## src/rtl/dmem_dump_reader.sv

```systemverilog
// dmem_dump_reader
//
// Debug-side reader for the CPU data memory. A start pulse walks the whole
// byte-addressed memory one aligned 32-bit word at a time through the
// memory's registered read port. Each word is serialized least-significant
// byte first onto a valid/ready byte stream that feeds the debug UART TX.
//
// Ports
//   clk           rising-edge clock
//   i_rst_n       asynchronous active-low reset
//   i_start       start a full dump (sampled only in IDLE)
//   i_dmem_dout   memory read data, valid the cycle after o_dmem_ren
//   i_tx_ready    byte consumer ready
//   o_dmem_raddr  word-aligned byte read address (meaningful while o_dmem_ren)
//   o_dmem_ren    memory read enable
//   o_tx_data     byte being offered
//   o_tx_valid    o_tx_data is valid
//   o_busy        high in every state except IDLE
//   o_done        one-cycle pulse when the dump completes
module dmem_dump_reader #(
   parameter int ADDR_WIDTH = 5
) (
   input  logic                  clk,
   input  logic                  i_rst_n,
   input  logic                  i_start,
   input  logic [31:0]           i_dmem_dout,
   input  logic                  i_tx_ready,
   output logic [ADDR_WIDTH-1:0] o_dmem_raddr,
   output logic                  o_dmem_ren,
   output logic [7:0]            o_tx_data,
   output logic                  o_tx_valid,
   output logic                  o_busy,
   output logic                  o_done
);

   // Address of the last aligned word; the walk stops after it rather than
   // wrapping to 0. For ADDR_WIDTH=2 this is 0 (a single-word memory).
   localparam logic [ADDR_WIDTH-1:0] LAST_ADDR = ADDR_WIDTH'((2 ** ADDR_WIDTH) - 4);
   localparam logic [ADDR_WIDTH-1:0] WORD_STEP = ADDR_WIDTH'(4);

   typedef enum logic [2:0] {
      S_IDLE,
      S_READ,
      S_WAIT,
      S_SEND,
      S_DONE
   } state_t;

   state_t                state_q, state_d;
   logic [ADDR_WIDTH-1:0] addr_q,  addr_d;
   logic [ADDR_WIDTH-1:0] raddr_q, raddr_d;
   logic [31:0]           word_q,  word_d;
   logic [1:0]            idx_q,   idx_d;

   // ------------------------------------------------------------------
   // State register
   // ------------------------------------------------------------------
   // NOTE: sequential state uses non-blocking assignments only, so every
   // register samples the pre-edge value of every other register.
   always_ff @(posedge clk or negedge i_rst_n) begin
      if (!i_rst_n) begin
         state_q <= S_IDLE;
         addr_q  <= '0;
         raddr_q <= '0;
         word_q  <= '0;
         idx_q   <= '0;
      end else begin
         state_q <= state_d;
         addr_q  <= addr_d;
         raddr_q <= raddr_d;
         word_q  <= word_d;
         idx_q   <= idx_d;
      end
   end

   // ------------------------------------------------------------------
   // Next-state logic
   // ------------------------------------------------------------------
   // NOTE: every variable gets its hold value first so no path through the
   // case statement leaves one unassigned (which would infer a latch).
   always_comb begin
      state_d = state_q;
      addr_d  = addr_q;
      raddr_d = raddr_q;
      word_d  = word_q;
      idx_d   = idx_q;

      unique case (state_q)
         S_IDLE: begin
            if (i_start) begin
               addr_d  = '0;
               raddr_d = '0;
               state_d = S_READ;
            end
         end

         // Single-cycle read request; data returns next cycle.
         S_READ: begin
            state_d = S_WAIT;
         end

         // Registered read data is on i_dmem_dout now; capture it.
         S_WAIT: begin
            word_d  = i_dmem_dout;
            idx_d   = '0;
            state_d = S_SEND;
         end

         // Offer byte idx; advance only on a completed handshake so data
         // and valid hold stable under backpressure.
         S_SEND: begin
            if (i_tx_ready) begin
               idx_d = idx_q + 2'd1;
               if (idx_q == 2'd3) begin
                  if (addr_q == LAST_ADDR) begin
                     state_d = S_DONE;
                  end else begin
                     // The read address register only moves when a new READ
                     // is entered, so it holds its last value otherwise.
                     addr_d  = addr_q + WORD_STEP;
                     raddr_d = addr_q + WORD_STEP;
                     state_d = S_READ;
                  end
               end
            end
         end

         S_DONE: begin
            addr_d  = '0;
            state_d = S_IDLE;
         end

         default: begin
            state_d = S_IDLE;
         end
      endcase
   end

   // ------------------------------------------------------------------
   // Outputs: decoded from the registered state, so the asynchronous
   // reset clears them without waiting for a clock edge.
   // ------------------------------------------------------------------
   assign o_dmem_raddr = raddr_q;
   assign o_dmem_ren   = (state_q == S_READ);
   assign o_tx_valid   = (state_q == S_SEND);
   assign o_tx_data    = (state_q == S_SEND) ? word_q[{idx_q, 3'b000} +: 8] : 8'd0;
   assign o_busy       = (state_q != S_IDLE);
   assign o_done       = (state_q == S_DONE);

endmodule

```

## config.mk

```make
export PLATFORM = sky130hd
export DESIGN_NAME = dmem_dump_reader
export DESIGN_NICKNAME = d
export VERILOG_FILES = /design/src/rtl/dmem_dump_reader.sv
export SDC_FILE = /design/constraint.sdc
export NUM_CORES = 1
export LEC_CHECK = 0
export BUFFER_PORTS_ARGS = -buffer_cell sky130_fd_sc_hd__buf_2
export CAP_MARGIN = 15
export CORE_ASPECT_RATIO = 1.4
export CORE_MARGIN = 2
export CORE_UTILIZATION = 48
export CTS_CLUSTER_SIZE = 12
export DETAILED_ROUTE_END_ITERATION = 10
export PLACE_DENSITY = 0.74
export SETUP_SLACK_MARGIN = 0.5
export SLEW_MARGIN = 20
export SYNTH_ARGS = -nofsm -noshare
export SYNTH_HDL_FRONTEND = slang
export SYNTH_SLANG_ARGS = --single-unit
```

## constraint.sdc

```tcl
create_clock -name clk -period 4 [get_ports clk]
set_clock_uncertainty 0.2 [all_clocks]
set_input_delay 0.4 -clock clk [delete_from_list [all_inputs] [get_ports clk]]
set_output_delay 0.4 -clock clk [all_outputs]
set_load 0.02 [all_outputs]
```

======== Yosys cells after proc, flatten, opt, wreduce, memory -nomap -nowiden ========
Index checks and enable logic that the tools add are counted.
storage, ports and cells
  word-level logic and storage cells ...... 41
  bits of input ports ..................... 36
  flip-flop bits (word level) ............. 47
operators by class
  reductions and logical operators ........ 9
  shift operators ......................... 1
  equal/unequal tests ..................... 10
  muxes and demuxes ....................... 14
  add/subtract/negate cells ............... 2
operators with widths
  operator                                                number
  indexed part select 32 x 6 -> 8 bit                     1
  2-to-1 mux 5 bit                                        4
  case mux 5 bit (3 select lines)                         1
  2-to-1 mux 3 bit                                        4
  case mux 3 bit (4 select lines)                         1
  case mux 5 bit (2 select lines)                         1
  AND reduction 5 bit                                     2
  2-to-1 mux 8 bit                                        1
  equality test 3 x 2 -> 1 bit (second input constant)    2
  inequality test 2 bit (second input constant)           3
  nonzero test 3 bit                                      2
  adder 5 x 3 -> 5 bit (second input constant)            1
  equality test 5 bit (second input constant)             1
  case mux 2 bit (2 select lines)                         1
  nonzero test 2 bit                                      2
  equality test 3 x 1 -> 1 bit (second input constant)    1
  equality test 3 bit (second input constant)             1
  zero test 3 bit                                         1
  AND reduction 3 bit                                     1
  adder 2 x 1 -> 2 bit (second input constant)            1
  equality test 2 bit (second input constant)             1
  2-to-1 mux 2 bit                                        1
  inequality test 2 x 1 -> 1 bit (second input constant)  1
  AND reduction 2 bit                                     1

======== Logic depth before layout (Yosys ltp) ========
  depth after elaboration ................. 5
  depth in mapped cells ................... 6
  depth with buffers taken out ............ 5

======== Least setup slack after synthesis ========
OpenSTA, ideal clock, no wires.
  path kind ............................... register -> output
  start point ............................. register state_q[2]
  end point ............................... output o_tx_data[0]
  cell stages (with the launch flop) ...... 5
  path slack .............................. 2148 ps
  required time ........................... 3400 ps
  arrival time ............................ 1252 ps
  path through ............................ dfrtp_1 -> nand3b_2 -> clkinv_2 -> buf_2 -> and2_1
between the ends
  longest elaborated chain between the ends .. 2
RTL lines
  what                          RTL line  RTL
  start, declared               49        state_t state_q, state_d;
  start signal, assigned        68        state_q <= state_d;
  equality test 3 x 2 -> 1 bit  -
  named net o_tx_valid          31        output logic o_tx_valid,
  2-to-1 mux 8 bit              146       assign o_tx_data = (state_q == S_SEND) ? word_q[{idx_q, 3'b000} +: 8] : 8'd0;
  end, declared                 30        output logic [7:0] o_tx_data,
The timed path passes the listed nets, and every way through them passes these cells.

======== Worst setup path after layout ========
  start point ............................. register idx_q[0]
  end point ............................... output o_tx_data[0]
between the ends
  longest elaborated chain between the ends .. 2
RTL lines
  what                                 RTL line  RTL
  start, declared                      53        logic [1:0] idx_q, idx_d;
  start signal, assigned               72        idx_q <= idx_d;
  indexed part select 32 x 6 -> 8 bit  146
  2-to-1 mux 8 bit                     146
No other way between the ends.

==> metrics.txt <==
outcome=finished, final reports clean; FFs w/ async S/R, synth=100.0%; Leak Pwr=0.001231 uW; proportion of layout cells with a drive suffix above 1=54.87%; GRT Overall Usage=16.46%; setup violators final=0; Power Density=796.4 mW/mm2; via count=1314; Final ANT Viol Nets=0; largest net degree at the start of global routing=45; cts repair resizes=0; Relative slew margins=36.64%; Post-synth EDFFs=0; Syn Nets=183; CTS tree=done; cells on worst reg2reg path=3; WP data required=3.40 ns; Synth Cell Area=0.002227 mm2; total CTS buffers=5; top cells by area, synth=dfrtp_1 (49%), mux2_4 (21%), mux4_2 (8.1%); min Tclk post-route=2.507 ns; Hold WC Path Type=input port to asynchronous set/reset pin; Routed wire per std cell=15.81 um; DRT Wirelength=4.063 mm; first-pass GRT wire length=6.341 mm; reg2reg setup slack=2.04 ns; Vert. Die Dim=84.60 um; Final Worst Setup Slack=1.493 ns; post-route DRC violation count=0; Synthesis Warnings=0; internal power=1351 uW; clock share of power=13.8%; die width=61.57 um; average size of a mapped cell=15.57 um2; Reg clk slew, reported paths=0.08 ns; DRT Pass-1 Iters=4; RR Endpoint=word_q[24]$_DFFE_PN0P_; Setup WS pre-CTS=1.776 ns; multi-input combinational cell area=0.001028 mm2; Synth Flop Type=dfrtp_1; Worst-Skew Late Latency=0.29 ns; synthesized flop and latch total=44; Hold Vio Cnt, Final=0; peak supply drop=0.0003138 V; # fillers=380; initial drt markers=55; worst setup path category=register to output pin; core area=0.004499 mm2; Max-Cap Viols=0; setup TNS=0 ns; vias in the first global route=1385; P_sw=693.3 uW; CTS H-tree depth=2; FMAX=0.3988 GHz; Sw Share=33.92%; CTS Hold Bufs=0; Final period util=62.68%; Storage cell area=0.001101 mm2; worst reg2reg startpoint=state_q[2]$_DFFE_PN0P_; die footprint=0.005209 mm2; combinational fraction of design power=46.2%; Final GP Congestion=0.7817; Site Rows=29; Vias/cell=5.113; top cell type's share of synthesized area=49.44%; Overflow after GRT=0; Post-Synthesis Cells=143; Starting Density=49.50%; nature of the critical path startpoint=register; Post CTS Setup Buffer Count=0; # IOs=53; CP arrival=1.91 ns; sequential area share after synthesis=49.44%; port bufs=52; Final nets=234; clock sinks=44; Crit. End Element=output pin; Tightest Pin Transition=0.9504 ns; clk root buf=clkbuf_8; Area Overhead vs Synth=15.22%; Reg power frac=40.1%; RSZ-0062 raised after global routing=false; Synth cell types=32; initial antenna violation count=0; dpl hpwl=2.842 mm; # diodes=0; critical path peak fanout=11; Yosys top cell by area=dfrtp_1; worst hold margin=0.05122 ns; max-slew violations=0; maximum buffer depth of the clock tree=2
==> synth_stat cells (2+ instances only) <==
cell / n
a22o_1: 5
and2_1: 10
buf_12: 3
buf_2: 2
buf_4: 2
dfrtp_1: 44
ha_1: 4
mux2_2: 2
mux2_4: 31
mux4_2: 8
nand2_1: 4
nand3_1: 2
nor2_1: 4
nor2b_1: 2
o21ai_0: 3
==> how the worst max path moves through the flow <==
stage	slack (ns)	end	from
6_report	1.49	o_tx_data[0]	idx_q[0]$_DFFE_PN0P_
5_1_grt	1.38	o_tx_data[0]	idx_q[0]$_DFFE_PN0P_
4_1_cts	1.44	o_tx_data[0]	idx_q[0]$_DFFE_PN0P_
3_5_place_dp	1.78	o_tx_data[0]	idx_q[0]$_DFFE_PN0P_
3_3_place_gp	1.82	o_tx_data[1]	idx_q[0]$_DFFE_PN0P_
2_1_floorplan	2.15	o_tx_data[0]	state_q[2]$_DFFE_PN0P_
==> registers in the layout (all words and copies together) (netlist names) <==
signal,count
state_q,3
word_q,32
o_dmem_raddr,4
idx_q,2
addr_q,3
==> power by group through the flow <==
stage               logic, uW  registers [uW]  clock network, uW
finish                    943             819                281
global route             1000             846                313
CTS                       957             822                294
detailed placement        949             826                  0
global placement          921             806                  0
floorplan                 817             750                  0
==> critical path, stage by stage (launching register included) <==
cell     delay [ns]
dfrtp_1        0.72
mux4_2         0.58
and2_1         0.16
buf_2          0.15
==> logic make-up (layout without fill, tap and decap cells) <==
family | Yosys count | in the layout | share of synthesized area, %
fa+ha+maj | 4 | 4 | 2.247
mux | 41 | 41 | 30.00
simple gates | 33 | 33 | 10.11
buf+inv | 10 | 62 | 4.381
flops | 44 | 44 | 49.44
compound gates | 11 | 11 | 3.820
==> through the flow <==
stage               cells  total power [uW]  instance area, um2  utilization [%]
CTS                   257              2073                2566            57.04
finish                257              2044                2566            57.04
floorplan             143              1567                2227                -
global route          257              2163                2566            57.04
global placement      249              1727                2476            55.03
detailed placement    249              1775                2476            55.03
==> final cells by class <==
class                           instances  area share, %
Clock buffer                            8          3.510
Inverter                                2         0.3413
Multi-Input combinational cell         89          40.08
Sequential cell                        44          42.91
Tap cell                               62          3.023
Timing Repair Buffer                   52          10.14
==> per-layer routing <==
layer  global-route usage [%]  wire, um  vias to the layer above
met5                        0         0                        -
met3                    4.622       230                        8
met4                    6.190        90                        0
li1                         -         -                      614
met2                    26.70      2046                       40
met1                    20.30      1695                      652
==> layout by cell type, fill, tap and decap left out, types with 2 or more instances in the layout <==
cell type,count
buf_2,52
dfrtp_1,44
mux2_4,31
and2_1,10
mux4_2,8
clkbuf_8,6
a22o_1,5
nor2_1,4
nand2_1,4
ha_1,4
o21ai_0,3
nand3_1,2
nor2b_1,2
mux2_2,2
clkbuf_1,2
No activity file was read; power rests on OpenSTA's default activity.
